**src/rtl/multicycle_controller.sv**
```systemverilog
// Control FSM for the multicycle RV32I core: sequences the shared PC/ALU/memory
// datapath per opcode, stalls on MemReady, traps illegal opcodes, counts retires.
module multicycle_controller #(
    parameter int unsigned CNT_W = 32
) (
    input  logic             clk,
    input  logic             reset,
    input  logic [6:0]       op,
    input  logic             Zero,
    input  logic             MemReady,
    output logic             PCWrite,
    output logic             AdrSrc,
    output logic             MemWrite,
    output logic             IRWrite,
    output logic [1:0]       ResultSrc,
    output logic [1:0]       ALUSrcA,
    output logic [1:0]       ALUSrcB,
    output logic [1:0]       ALUOp,
    output logic [1:0]       ImmSrc,
    output logic             RegWrite,
    output logic             Illegal,
    output logic [3:0]       State,
    output logic [CNT_W-1:0] InstrRet
);

    typedef enum logic [3:0] {
        StFetch   = 4'd0,
        StDecode  = 4'd1,
        StMemAdr  = 4'd2,
        StMemRead = 4'd3,
        StMemWb   = 4'd4,
        StMemWr   = 4'd5,
        StExecR   = 4'd6,
        StAluWb   = 4'd7,
        StExecI   = 4'd8,
        StJal     = 4'd9,
        StBeq     = 4'd10,
        StTrap    = 4'd11
    } state_e;

    localparam logic [6:0] OpLw   = 7'b0000011;
    localparam logic [6:0] OpSw   = 7'b0100011;
    localparam logic [6:0] OpR    = 7'b0110011;
    localparam logic [6:0] OpI    = 7'b0010011;
    localparam logic [6:0] OpJal  = 7'b1101111;
    localparam logic [6:0] OpBeq  = 7'b1100011;

    state_e           state_q, state_d;
    logic [CNT_W-1:0] instret_q;
    logic             pcupdate, branch, retire;

    always_ff @(posedge clk) begin
        if (reset) begin
            state_q   <= StFetch;
            instret_q <= '0;
        end else begin
            state_q <= state_d;
            if (retire) instret_q <= instret_q + CNT_W'(1);
        end
    end

    always_comb begin
        state_d   = state_q;
        pcupdate  = 1'b0;
        branch    = 1'b0;
        retire    = 1'b0;
        AdrSrc    = 1'b0;
        MemWrite  = 1'b0;
        IRWrite   = 1'b0;
        ResultSrc = 2'b00;
        ALUSrcA   = 2'b00;
        ALUSrcB   = 2'b00;
        ALUOp     = 2'b00;
        RegWrite  = 1'b0;
        unique case (state_q)
            StFetch: begin
                ALUSrcB   = 2'b10;
                ResultSrc = 2'b10;
                if (MemReady) begin
                    IRWrite  = 1'b1;
                    pcupdate = 1'b1;
                    state_d  = StDecode;
                end
            end
            StDecode: begin
                ALUSrcA = 2'b01;
                ALUSrcB = 2'b01;
                if (op == OpLw || op == OpSw) state_d = StMemAdr;
                else if (op == OpR)           state_d = StExecR;
                else if (op == OpI)           state_d = StExecI;
                else if (op == OpJal)         state_d = StJal;
                else if (op == OpBeq)         state_d = StBeq;
                else                          state_d = StTrap;
            end
            StMemAdr: begin
                ALUSrcA = 2'b10;
                ALUSrcB = 2'b01;
                state_d = (op == OpLw) ? StMemRead : StMemWr;
            end
            StMemRead: begin
                AdrSrc = 1'b1;
                if (MemReady) state_d = StMemWb;
            end
            StMemWb: begin
                ResultSrc = 2'b01;
                RegWrite  = 1'b1;
                retire    = 1'b1;
                state_d   = StFetch;
            end
            StMemWr: begin
                // Strobe stays high across the whole stall, not just the ready cycle.
                AdrSrc   = 1'b1;
                MemWrite = 1'b1;
                if (MemReady) begin
                    retire  = 1'b1;
                    state_d = StFetch;
                end
            end
            StExecR: begin
                ALUSrcA = 2'b10;
                ALUOp   = 2'b10;
                state_d = StAluWb;
            end
            StExecI: begin
                ALUSrcA = 2'b10;
                ALUSrcB = 2'b01;
                ALUOp   = 2'b10;
                state_d = StAluWb;
            end
            StAluWb: begin
                RegWrite = 1'b1;
                retire   = 1'b1;
                state_d  = StFetch;
            end
            StJal: begin
                ALUSrcA  = 2'b01;
                ALUSrcB  = 2'b10;
                pcupdate = 1'b1;
                state_d  = StAluWb;
            end
            StBeq: begin
                ALUSrcA = 2'b10;
                ALUOp   = 2'b01;
                branch  = 1'b1;
                retire  = 1'b1;
                state_d = StFetch;
            end
            StTrap: state_d = StTrap;
            default: state_d = StFetch;
        endcase
    end

    always_comb begin
        case (op)
            OpLw, OpI: ImmSrc = 2'b00;
            OpSw:      ImmSrc = 2'b01;
            OpBeq:     ImmSrc = 2'b10;
            OpJal:     ImmSrc = 2'b11;
            default:   ImmSrc = 2'b00;
        endcase
    end

    assign PCWrite  = pcupdate | (branch & Zero);
    assign Illegal  = (state_q == StTrap);
    assign State    = state_q;
    assign InstrRet = instret_q;

endmodule

```
**config.mk**
```make
export PLATFORM = sky130hd
export DESIGN_NAME = multicycle_controller
export DESIGN_NICKNAME = d
export VERILOG_FILES = /design/src/rtl/multicycle_controller.sv
export SDC_FILE = /design/constraint.sdc
export NUM_CORES = 1
export LEC_CHECK = 0
export BUFFER_PORTS_ARGS = -buffer_cell sky130_fd_sc_hd__buf_2
export CAP_MARGIN = 5
export CORE_MARGIN = 1.5
export CORE_UTILIZATION = 55
export CTS_BUF_LIST = sky130_fd_sc_hd__clkbuf_16
export CTS_CLUSTER_DIAMETER = 30
export DETAILED_ROUTE_END_ITERATION = 10
export PLACE_DENSITY = 0.85
export SETUP_SLACK_MARGIN = 0.5
export SYNTH_ARGS = -nofsm -noshare
export SYNTH_HDL_FRONTEND = slang
export SYNTH_SLANG_ARGS = --single-unit
```
**constraint.sdc**
```tcl
create_clock -name clk -period 3.09 [get_ports clk]
set_input_delay 0.309 -clock clk [delete_from_list [all_inputs] [get_ports clk]]
set_output_delay 0.309 -clock clk [all_outputs]
set_load 0.005 [all_outputs]
```
==> results of run 1 <==
==> layer usage <==
metal | track usage (%) | share of wire, %
met1 | 30.6 | 42
met5 | 0 | 0
met4 | 9.04 | 1.8
met2 | 39.1 | 49
met3 | 6.16 | 7.0
==> layout make-up <==
type | count | area, sq um | area share [%]
Clock inverter | 3 | 15.0 | 0.595
Sequential cell | 36 | 721 | 28.6
Tap cell | 48 | 60.1 | 2.38
Multi-Input combinational cell | 206 | 1270 | 50.4
Clock buffer | 5 | 125 | 4.96
Inverter | 3 | 11.3 | 0.446
Timing Repair Buffer | 63 | 318 | 12.6
==> sequential cells by signal, indices dropped and copies added, names as in the netlist <==
register  count
InstrRet     32
State         4
==> power groups by stage <==
stage,clock (mW),sequential [mW],combinational (mW)
detailed placement,0,0.593,0.521
global route,0.505,0.595,0.584
global placement,0,0.584,0.514
finish,0.478,0.583,0.524
floorplan,0,0.525,0.428
CTS,0.487,0.582,0.525
==> critical path, stage by stage, from the launching register on <==
cell and delay, ns:
dfxtp_1 0.67, nand2b_1 0.36, a31o_2 0.53, nand3_2 0.15, or3_1 0.34, a21oi_1 0.16
==> path summary, 6_finish.rpt <==
kind	slack [ns]	end	depth (start not counted)
max	0.79	InstrRet[29]	5
min	0.46	State[3]	4
max reg2reg	0.79	InstrRet[29]	5
min reg2reg	0.49	InstrRet[31]	2
==> logic make-up after synthesis <==
kind of cell / share of synthesized area [%]
simple gates: 37.9
buf+inv: 3.69
fa+ha+maj: 0.604
xor+xnor: 13.5
compound gates: 9.43
flops: 34.8
==> cell usage in the layout (no fill, tap or decap), types with 3 or more instances in the layout <==
| master | n |
|---|---|
| a21oi_1 | 10 |
| and2_1 | 4 |
| and3_1 | 4 |
| buf_2 | 62 |
| clkbuf_16 | 5 |
| dfxtp_1 | 36 |
| inv_1 | 4 |
| nand2_1 | 20 |
| nand2b_1 | 7 |
| nand3_1 | 13 |
| nand4_1 | 13 |
| nor2_1 | 43 |
| nor2b_1 | 3 |
| nor3_1 | 10 |
| nor3b_1 | 3 |
| nor4_1 | 5 |
| o21ai_0 | 4 |
| xnor2_1 | 11 |
| xor2_1 | 21 |
==> stage by stage <==
stage	util [%]	hold slack, ns
floorplan	-	0.467
global placement	65.6	0.466
detailed placement	65.6	0.479
CTS	69.4	0.464
global route	69.4	0.507
finish	69.4	0.458
==> flow_metrics.py, run 1 <==
metrics = {
    "pwr": {
        "p_sw_mw": 0.557,
        "p_int_mw": 1.03,
        "max-vdd-ir-drop_mv": 0.485,
        "power_frac_seq_pct": 36.8,
        "clock_power_share_pct": 30.2,
        "switching_share_pct": 35.1,
        "power-per-cell-area_nw_per_um2": 628,
        "combPwrFrac_pct": 33.1,
        "total_power_mw": 1.58,
        "leakage_nw": 1.07,
    },
    "floorplanning": {
        "die_w_um": 64.3,
        "io-pin-count": 63,
        "start_util_pct": 57.0,
        "rows": 22,
        "fp.coreArea_sq_um": 3630,
        "die_h_um": 64.3,
        "dieArea_sq_um": 4140,
    },
    "timing": {
        "setup_total_negative_slack_ns": 0,
        "fmax_mhz": 436,
        "max-slew-margin-rel_pct": 53.1,
        "fin_crit_sh_pct": 74.3,
        "final-hold-violation-count": 0,
        "maxSlewViolCount": 0,
        "finalClockSkew_ns": 0.00360,
        "finalSetupViolCount": 0,
        "worst_pin_slew_ns": 0.698,
        "setup_ws_ns": 0.794,
        "rsz0062_at_grt": "false",
        "min_period_ns": 2.30,
    },
    "clocking": {
        "clkTransAtPathRegs_ns": 0.05,
        "cts_root_buf": "clkbuf_16",
        "clock_sinks": 36,
        "cts_made_buffers": 5,
        "cts_tree": "yes",
        "cts_resized": 0,
        "clock_latency_ns": 0.28,
        "htreeDepth": 2,
        "cts_hold_buf": 0,
        "clockBufferDepth": 2,
        "post-cts-setup-buffer-count": 0,
    },
    "place": {
        "numPortBuffers": 62,
        "dpl_worst_slack_ns": 0.803,
        "dp_hpwl_um": 3190,
        "dp_cells": 356,
        "post_dp_cell_area_sq_um": 2380,
        "gp_congestion": 0.829,
    },
    "critical_path": {
        "crit_type": "reg2reg",
        "cp_max_fo": 24,
        "startpoint_type": "flop",
        "cp.arrival_ns": 2.50,
        "startpoint": "State[0]",
        "crit_path_end_kind": "flop",
        "r2r_start": "State[0]",
        "required_ns": 3.29,
    },
    "yosys": {
        "yosys-top-cells-area": "dfxtp_1 (35%), xor2_1 (8.9%), nor2_1 (7.8%)",
        "yosysWarnings": 0,
        "synth_area_per_cell_sq_um": 7.93,
        "synth_edf_count": 0,
        "synthFlopType": "dfxtp_1",
        "synth_common_cells": "nor2_1 (43), dfxtp_1 (36), xor2_1 (21)",
        "synth_top_cell_by_area": "dfxtp_1",
        "yosysTopAreaCellShare_pct": 34.8,
        "syn-cell-area_sq_um": 2070,
        "async_flop_share_pct": 0,
        "synth_seq_area_share_pct": 34.8,
        "synth_cell_type_count": 49,
        "postSynthCellCount": 261,
        "ys_ff_latch": 36,
        "yosysMostFrequentCell": "nor2_1",
        "syn_nets": 273,
    },
    "finish": {
        "synthToLayoutAreaGrowth_pct": 21.9,
        "layout-drive-gt1-share_pct": 25.3,
        "final_area_sq_um": 2520,
        "fin_nets": 327,
        "finalNonFillerCells": 364,
        "diodes": 0,
        "fillerInstances": 305,
    },
    "route": {
        "avgRoutedWirePerCell_um": 13.1,
        "drcViolationCount": 0,
        "drt-pass1-iter-count": 4,
        "drt_iter0_drc": 165,
        "vias": 2063,
        "viasPerCell": 5.67,
        "drtAntennaViolNets": 0,
        "finalWirelength_um": 4760,
    },
    "run_status": {
        "outcome": "complete, no violations",
    },
    "hold_path": {
        "min_path_type": "in2reg",
        "hp-start": "op[5]",
    },
    "global_route": {
        "grt_pass1_vias": 1789,
        "grt-ovfl-total": 0,
        "grt_usage_pct": 24.0,
        "grt_max_degree": 38,
        "grt_pass1_wl_um": 7940,
        "antenna_found_initial": 0,
    },
    "run": {
        "cap_violations": 0,
    },
}
Power figures use the tool's default switching activity.
==> run 2: changes to the inputs <==
--- a/config.mk
+++ b/config.mk
@@ -8,11 +8,11 @@
 export BUFFER_PORTS_ARGS = -buffer_cell sky130_fd_sc_hd__buf_2
 export CAP_MARGIN = 5
 export CORE_MARGIN = 1.5
-export CORE_UTILIZATION = 55
+export CORE_UTILIZATION = 46
 export CTS_BUF_LIST = sky130_fd_sc_hd__clkbuf_16
 export CTS_CLUSTER_DIAMETER = 30
 export DETAILED_ROUTE_END_ITERATION = 10
-export PLACE_DENSITY = 0.85
+export PLACE_DENSITY = 0.76
 export SETUP_SLACK_MARGIN = 0.5
 export SYNTH_ARGS = -nofsm -noshare
 export SYNTH_HDL_FRONTEND = slang
==> constraint.sdc (replaced) <==
create_clock -name clk -period 2.03 [get_ports clk]
set_input_delay 0.203 -clock clk [delete_from_list [all_inputs] [get_ports clk]]
set_output_delay 0.203 -clock clk [all_outputs]
set_load 0.005 [all_outputs]
==> run 2 against run 1 <==
Effect of this change:
- die area up 19%
- hold slack worse by 0.11 ns
- sequential share of layout area down 4.8 points
- flip-flop and latch count unchanged
- via count up 13%
- register-to-register slack worse by 0.46 ns
- critical path depth up 1
- sequential power up 43%
- first-iteration DRC count down 20%
- fmax up 35%
- cell area up 32%
- combinational power rose to 3.1 times the previous value
- critical endpoint is now InstrRet[31]
- largest power group is now combinational cells
==> flow_metrics.py, run 2 (synthesis results as in run 1) <==
metrics = {
    "run_status": {
        "outcome": "complete, no violations",
    },
    "place": {
        "gp_congestion": 0.807,
        "numPortBuffers": 62,
        "dp_hpwl_um": 3500,
        "post_dp_cell_area_sq_um": 2560,
        "dp_cells": 370,
    },
    "finish": {
        "largest_reg_flops": 32,
        "final_area_sq_um": 3320,
        "final_cell_mix": "buf_2 (63), nor2_1 (41), buf_4 (33)",
        "fin_nets": 372,
        "synthToLayoutAreaGrowth_pct": 60.3,
        "diodes": 0,
        "layout-drive-gt1-share_pct": 51.5,
        "finalNonFillerCells": 413,
        "final_common_cell": "buf_2",
    },
    "critical_path": {
        "crit_buf_inv": 1,
        "crit_path_end_kind": "flop",
        "crit_type": "reg2reg",
        "required_ns": 2.26,
        "r2r_start": "InstrRet[1]",
        "worstPathCellList": "nand4_1 -> nor4_4 -> buf_4 -> nand3_4 -> or4_4 -> o21ai_2",
        "worst-r2r-setup-slack_ns": 0.33,
        "cp_max_fo": 6,
        "crit_family": "simple AND/OR/NAND/NOR gates",
        "slowest_stage": "or4_4",
        "startpoint_type": "flop",
        "worstRegToRegCells": 6,
        "slowest_delay_ns": 0.49,
        "timing.rr.end": "InstrRet[31]",
        "cp.arrival_ns": 1.92,
    },
    "global_route": {
        "grt_max_degree": 38,
        "grt_usage_pct": 22.9,
        "grt-ovfl-total": 0,
        "grt_pass1_vias": 1997,
        "grt_pass1_wl_um": 9020,
        "antenna_found_initial": 0,
    },
    "route": {
        "drt-pass1-iter-count": 4,
        "viasPerCell": 5.66,
        "drtAntennaViolNets": 0,
        "vias": 2338,
        "drt_iter0_drc": 132,
        "avgRoutedWirePerCell_um": 15.8,
        "finalWirelength_um": 6510,
        "drcViolationCount": 0,
    },
    "floorplanning": {
        "fp.coreArea_sq_um": 4350,
        "rows": 24,
        "io-pin-count": 63,
        "start_util_pct": 47.5,
        "die_w_um": 70.1,
        "dieArea_sq_um": 4910,
        "die_h_um": 70.1,
    },
    "timing": {
        "finalSetupViolCount": 0,
        "max-slew-margin-rel_pct": 54.6,
        "min_period_ns": 1.70,
        "worst_pin_slew_ns": 0.681,
        "final-hold-violation-count": 0,
        "setup_total_negative_slack_ns": 0,
        "fmax_mhz": 590,
        "finalClockSkew_ns": 0.00711,
        "fin_crit_sh_pct": 83.5,
        "maxSlewViolCount": 0,
        "rsz0062_at_grt": "true",
    },
    "clocking": {
        "clockBufferDepth": 2,
        "clock_sinks": 36,
        "clock_latency_ns": 0.29,
        "htreeDepth": 2,
        "cts_root_buf": "clkbuf_16",
        "clkTransAtPathRegs_ns": 0.06,
        "cts_tree": "yes",
        "cts_made_buffers": 5,
    },
    "pwr": {
        "leakage_nw": 1.46,
        "max-vdd-ir-drop_mv": 0.648,
        "power-per-cell-area_nw_per_um2": 959,
    },
    "hold_path": {
        "holdPathStages": 4,
        "hp-start": "op[5]",
        "hold_end": "State[3]",
        "min_path_type": "in2reg",
    },
    "run": {
        "cap_violations": 0,
    },
}
-- run 2: cell count changes in the layout (fill, tap and decap cells not counted), sizes merged --
cell	before	now
buf	63	107
clkbuf	5	6
-- run 2: what timing repair did --
item,in CTS,in global routing
hold buffers,0,0
resized for setup,32,50
endpoints found under the setup margin,44,44
buffers inserted,11,22
cloned,1,1
pin swaps,13,28
-- run 2: cell type report --
class | count | area (sq um)
Timing Repair Buffer | 108 | 746
Sequential cell | 36 | 790
Tap cell | 52 | 65.1
Fill cell | 292 | 1040
Clock inverter | 3 | 15.0
Clock buffer | 5 | 125
Inverter | 3 | 11.3
Multi-Input combinational cell | 206 | 1570
-- run 2: metal layers --
layer | up-vias | wire length, um | GRT usage, % | share of wire (%)
met5 | - | 0 | 0 | 0
met4 | 0 | 206 | 10.7 | 3.2
met3 | 20 | 346 | 5.48 | 5.3
met2 | 84 | 3350 | 37.7 | 51
met1 | 1116 | 2610 | 28.1 | 40
li1 | 1118 | - | - | -
-- run 2: per-stage QoR --
| stage | total power [mW] | setup WS, ns | utilization [%] | hold WS [ns] |
|---|---|---|---|---|
| 3_5_place_dp | 1.82 | 0.292 | 58.8 | 0.471 |
| 3_3_place_gp | 1.81 | 0.327 | 58.8 | 0.465 |
| 4_1_cts | 2.76 | 0.389 | 67.0 | 0.348 |
| 2_1_floorplan | 1.55 | 0.398 | - | 0.466 |
| 6_report | 3.18 | 0.334 | 76.2 | 0.349 |
| 5_1_grt | 3.32 | 0.281 | 76.2 | 0.375 |
-- run 2: where the power goes --
group | internal (mW) | total [mW] | switching, mW
combinational | 0.827 | 1.60 | 0.769
clock | 0.446 | 0.752 | 0.306
sequential | 0.759 | 0.834 | 0.0753
-- run 2: worst min-delay path: cells and delay by family --
family | cells | cell delay, ns
buffers and inverters | 1 | 0.12
AND/OR/NAND/NOR | 1 | 0.06
AO/OA/AOI/OAI | 2 | 0.22
-- run 2: worst max-delay path by stage --
| stage | startpoint | end | slack [ns] | cells after the start |
|---|---|---|---|---|
| global route | InstrRet[1] | InstrRet[31] | 0.28 | 6 |
| CTS | State[0] | InstrRet[6] | 0.39 | 6 |
| global placement | InstrRet[1] | InstrRet[28] | 0.33 | 6 |
| floorplan | State[0] | InstrRet[20] | 0.40 | 7 |
| finish | InstrRet[1] | InstrRet[31] | 0.33 | 6 |
| detailed placement | State[0] | InstrRet[20] | 0.29 | 6 |
==> run 3: changes to the inputs <==
==> constraint.sdc (replaced) <==
create_clock -name clk -period 1.5 [get_ports clk]
set_input_delay 0.15 -clock clk [delete_from_list [all_inputs] [get_ports clk]]
set_output_delay 0.15 -clock clk [all_outputs]
set_load 0.005 [all_outputs]
==> run 3 against run 2 <==
Effect of this change:
- the run now fails in 5_1_grt
- synthesized cell count stayed put
- synthesized area stayed put
==> flow_metrics.py, run 3 <==
metrics = {
    "yosys": {
        "yosysTopAreaCellShare_pct": 34.8,
        "yosysMostFrequentCell": "nor2_1",
        "synth_area_per_cell_sq_um": 7.93,
        "syn-cell-area_sq_um": 2070,
        "syn_nets": 273,
        "postSynthCellCount": 261,
        "synth_seq_area_share_pct": 34.8,
        "synth_cell_type_count": 49,
        "ys_ff_latch": 36,
        "synth_edf_count": 0,
        "synthFlopType": "dfxtp_1",
        "async_flop_share_pct": 0,
        "yosys-top-cells-area": "dfxtp_1 (35%), xor2_1 (8.9%), nor2_1 (7.8%)",
        "synth_top_cell_by_area": "dfxtp_1",
        "synth_common_cells": "nor2_1 (43), dfxtp_1 (36), xor2_1 (21)",
        "yosysWarnings": 0,
    },
    "clocking": {
        "cts_made_buffers": 5,
        "clockBufferDepth": 2,
        "clock_sinks": 36,
        "cts_root_buf": "clkbuf_16",
        "htreeDepth": 2,
    },
    "floorplanning": {
        "start_util_pct": 47.5,
        "die_h_um": 70.1,
        "rows": 24,
        "die_w_um": 70.1,
        "io-pin-count": 63,
    },
    "run_status": {
        "error": "[ERROR GRT-0232] Routing congestion too high. Check the congestion heatmap in the GUI.",
        "stop_stage": "5_1_grt",
        "outcome": "stopped before the end",
    },
    "place": {
        "gp_congestion": 0.807,
        "dpl_worst_slack_ns": -0.155,
        "dp_hpwl_um": 4040,
        "post_dp_cell_area_sq_um": 2960,
        "numPortBuffers": 62,
    },
    "global_route": {
        "grt_max_degree": 37,
        "grt-ovfl-total": 126,
        "grt_usage_pct": 76.1,
    },
    "timing": {
        "worst_endpoint_kind": "register input",
        "crit_endpoint": "InstrRet[31]$_SDFFE_PP0P_/D",
    },
}
==> run 3: timing repair <==
action / CTS
hold buffers: 0
pin swaps: 22
gates cloned: 3
resized for setup: 76
setup buffers: 20
setup endpoints to repair: 73
==> run 3: cell families after synthesis <==
kind of cell             Yosys count  synth area share (%)
AO/OA/AOI/OAI                     29                  9.43
XOR/XNOR                          32                  13.5
adder cells (fa/ha/maj)            1                 0.604
buffers and inverters             19                  3.69
flip-flops                        36                  34.8
AND/OR/NAND/NOR                  144                  37.9
==> run 3: layer usage <==
metal	overflow	global-route usage [%]
met5	0	0
met1	0	75.3
met4	53	91.0
met3	1	44.4
met2	72	100
==> run 3: through the flow <==
| stage | hold WS [ns] | TNS [ns] | instances |
|---|---|---|---|
| detailed placement | 0.446 | -2.24 | 415 |
| CTS | 0.152 | -2.52 | 446 |
| global placement | 0.428 | -1.21 | 415 |
| floorplan | 0.377 | -2.51 | 261 |
==> run 4: changes to the inputs <==
--- a/config.mk
+++ b/config.mk
@@ -8,12 +8,9 @@
 export BUFFER_PORTS_ARGS = -buffer_cell sky130_fd_sc_hd__buf_2
 export CAP_MARGIN = 5
 export CORE_MARGIN = 1.5
-export CORE_UTILIZATION = 46
-export CTS_BUF_LIST = sky130_fd_sc_hd__clkbuf_16
-export CTS_CLUSTER_DIAMETER = 30
+export CORE_UTILIZATION = 40
 export DETAILED_ROUTE_END_ITERATION = 10
-export PLACE_DENSITY = 0.76
-export SETUP_SLACK_MARGIN = 0.5
+export PLACE_DENSITY_LB_ADDON = 0.15
 export SYNTH_ARGS = -nofsm -noshare
 export SYNTH_HDL_FRONTEND = slang
 export SYNTH_SLANG_ARGS = --single-unit
==> constraint.sdc (replaced) <==
create_clock -name clk -period 1.95 [get_ports clk]
set_input_delay 0.195 -clock clk [delete_from_list [all_inputs] [get_ports clk]]
set_output_delay 0.195 -clock clk [all_outputs]
set_load 0.005 [all_outputs]
==> run 4 against run 3 <==
Effect of this change:
- the run now ends clean
==> flow_metrics.py, run 4 (synthesis results as in run 1) <==
metrics = {
    "run_status": {
        "outcome": "complete, no violations",
    },
    "finish": {
        "final_common_cell": "buf_2",
        "final_util_pct": 53.5,
        "fin_nets": 341,
        "synthToLayoutAreaGrowth_pct": 25.3,
        "largest_reg_flops": 32,
        "final_cell_mix": "buf_2 (62), nor2_1 (43), dfxtp_1 (33)",
        "layout-drive-gt1-share_pct": 29.5,
        "finalNonFillerCells": 396,
        "diodes": 0,
    },
    "clocking": {
        "cts_root_buf": "clkbuf_8",
        "clock_sinks": 36,
        "clock_latency_ns": 0.28,
        "cts_tree": "yes",
        "cts_made_buffers": 5,
        "clockBufferDepth": 2,
        "cts_hold_buf": 0,
        "post-cts-setup-buffer-count": 0,
        "clkTransAtPathRegs_ns": 0.06,
        "htreeDepth": 2,
        "cts_resized": 0,
    },
    "route": {
        "viasPerCell": 5.23,
        "drcViolationCount": 0,
        "wl_met1_um": 2280,
        "vias": 2070,
        "drt-pass1-iter-count": 4,
        "drt_iter0_drc": 87,
        "finalWirelength_um": 4880,
        "wl_met2_um": 2330,
        "drtAntennaViolNets": 0,
        "met3_length_um": 231,
        "routed.top_layer": "met4",
        "avgRoutedWirePerCell_um": 12.3,
    },
    "floorplanning": {
        "die_w_um": 74.9,
        "dieArea_sq_um": 5610,
        "io-pin-count": 63,
        "die_h_um": 74.9,
        "start_util_pct": 42.7,
        "fp.coreArea_sq_um": 4850,
        "rows": 25,
    },
    "place": {
        "gp_congestion": 0.791,
        "dp_cells": 389,
        "numPortBuffers": 62,
        "dpl_worst_slack_ns": 0.158,
        "dp_hpwl_um": 3580,
    },
    "critical_path": {
        "required_ns": 2.10,
        "cp_max_fo": 17,
        "cp.arrival_ns": 1.96,
        "worst-r2r-setup-slack_ns": 0.14,
        "startpoint_type": "flop",
        "crit_path_end_kind": "flop",
        "crit_type": "reg2reg",
    },
    "timing": {
        "min_period_ns": 1.81,
        "rsz0062_at_grt": "false",
        "setup_total_negative_slack_ns": 0,
        "fmax_mhz": 553,
        "setup_ws_ns": 0.141,
        "worst_pin_slew_ns": 0.609,
        "fin_crit_sh_pct": 92.8,
        "fin_hold_ws_ns": 0.366,
        "maxSlewViolCount": 0,
        "max-slew-margin-rel_pct": 59.4,
        "finalSetupViolCount": 0,
        "finalClockSkew_ns": 0.00509,
        "final-hold-violation-count": 0,
    },
    "global_route": {
        "grt-ovfl-total": 0,
        "grt_usage_pct": 18.6,
        "antenna_found_initial": 0,
        "grt_pass1_vias": 1855,
        "grt_max_degree": 38,
        "grt_pass1_wl_um": 8220,
    },
    "pwr": {
        "switching_share_pct": 36.6,
        "combPwrFrac_pct": 43.7,
        "max-vdd-ir-drop_mv": 0.540,
        "p_int_mw": 1.49,
        "clock_power_share_pct": 20.9,
        "leakage_nw": 1.12,
        "p_sw_mw": 0.856,
        "power-per-cell-area_nw_per_um2": 903,
        "power_frac_seq_pct": 35.4,
    },
    "run": {
        "cap_violations": 0,
    },
    "hold_path": {
        "min_path_type": "in2reg",
    },
}
run 4: area by class of cell:
class	count	area, sq um
Fill cell	474	2260
Clock buffer	6	72.6
Inverter	3	11.3
Clock inverter	1	5.00
Multi-Input combinational cell	206	1270
Tap cell	67	83.8
Timing Repair Buffer	77	423
Sequential cell	36	724
run 4: metrics by stage:
| step | total power [mW] | cell area [sq um] |
|---|---|---|
| 2_1_floorplan | 1.51 | 2070 |
| 3_3_place_gp | 1.86 | 2510 |
| 3_5_place_dp | 1.87 | 2510 |
| 4_1_cts | 2.36 | 2590 |
| 5_1_grt | 2.52 | 2590 |
| 6_report | 2.34 | 2590 |
run 4: worst paths after layout:
kind,from,to,depth (start not counted)
setup reg to reg,State[1],InstrRet[3],6
setup / recovery,State[1],InstrRet[3],6
hold / removal,op[5],State[3],4
hold reg to reg,InstrRet[31],InstrRet[31],2
run 4: per-layer routing:
metal	vias up	GRT usage (%)
met5	-	0
met4	0	5.45
met2	59	30.7
met1	956	24.2
met3	5	4.69
li1	1050	-
run 4: power by group through the flow:
stage / sequential, mW / clock, mW / combinational (mW)
2_1_floorplan: 0.831 / 0 / 0.679
3_3_place_gp: 0.838 / 0 / 1.02
3_5_place_dp: 0.841 / 0 / 1.03
4_1_cts: 0.825 / 0.507 / 1.03
5_1_grt: 0.839 / 0.533 / 1.15
6_report: 0.828 / 0.489 / 1.02
run 4: worst max-delay path, stage by stage (launching register included):
cell	delay (ns)
dfxtp_1	0.35
or3b_1	0.43
a31o_2	0.33
buf_4	0.21
nand4_1	0.12
xor2_1	0.17
nor2_1	0.05
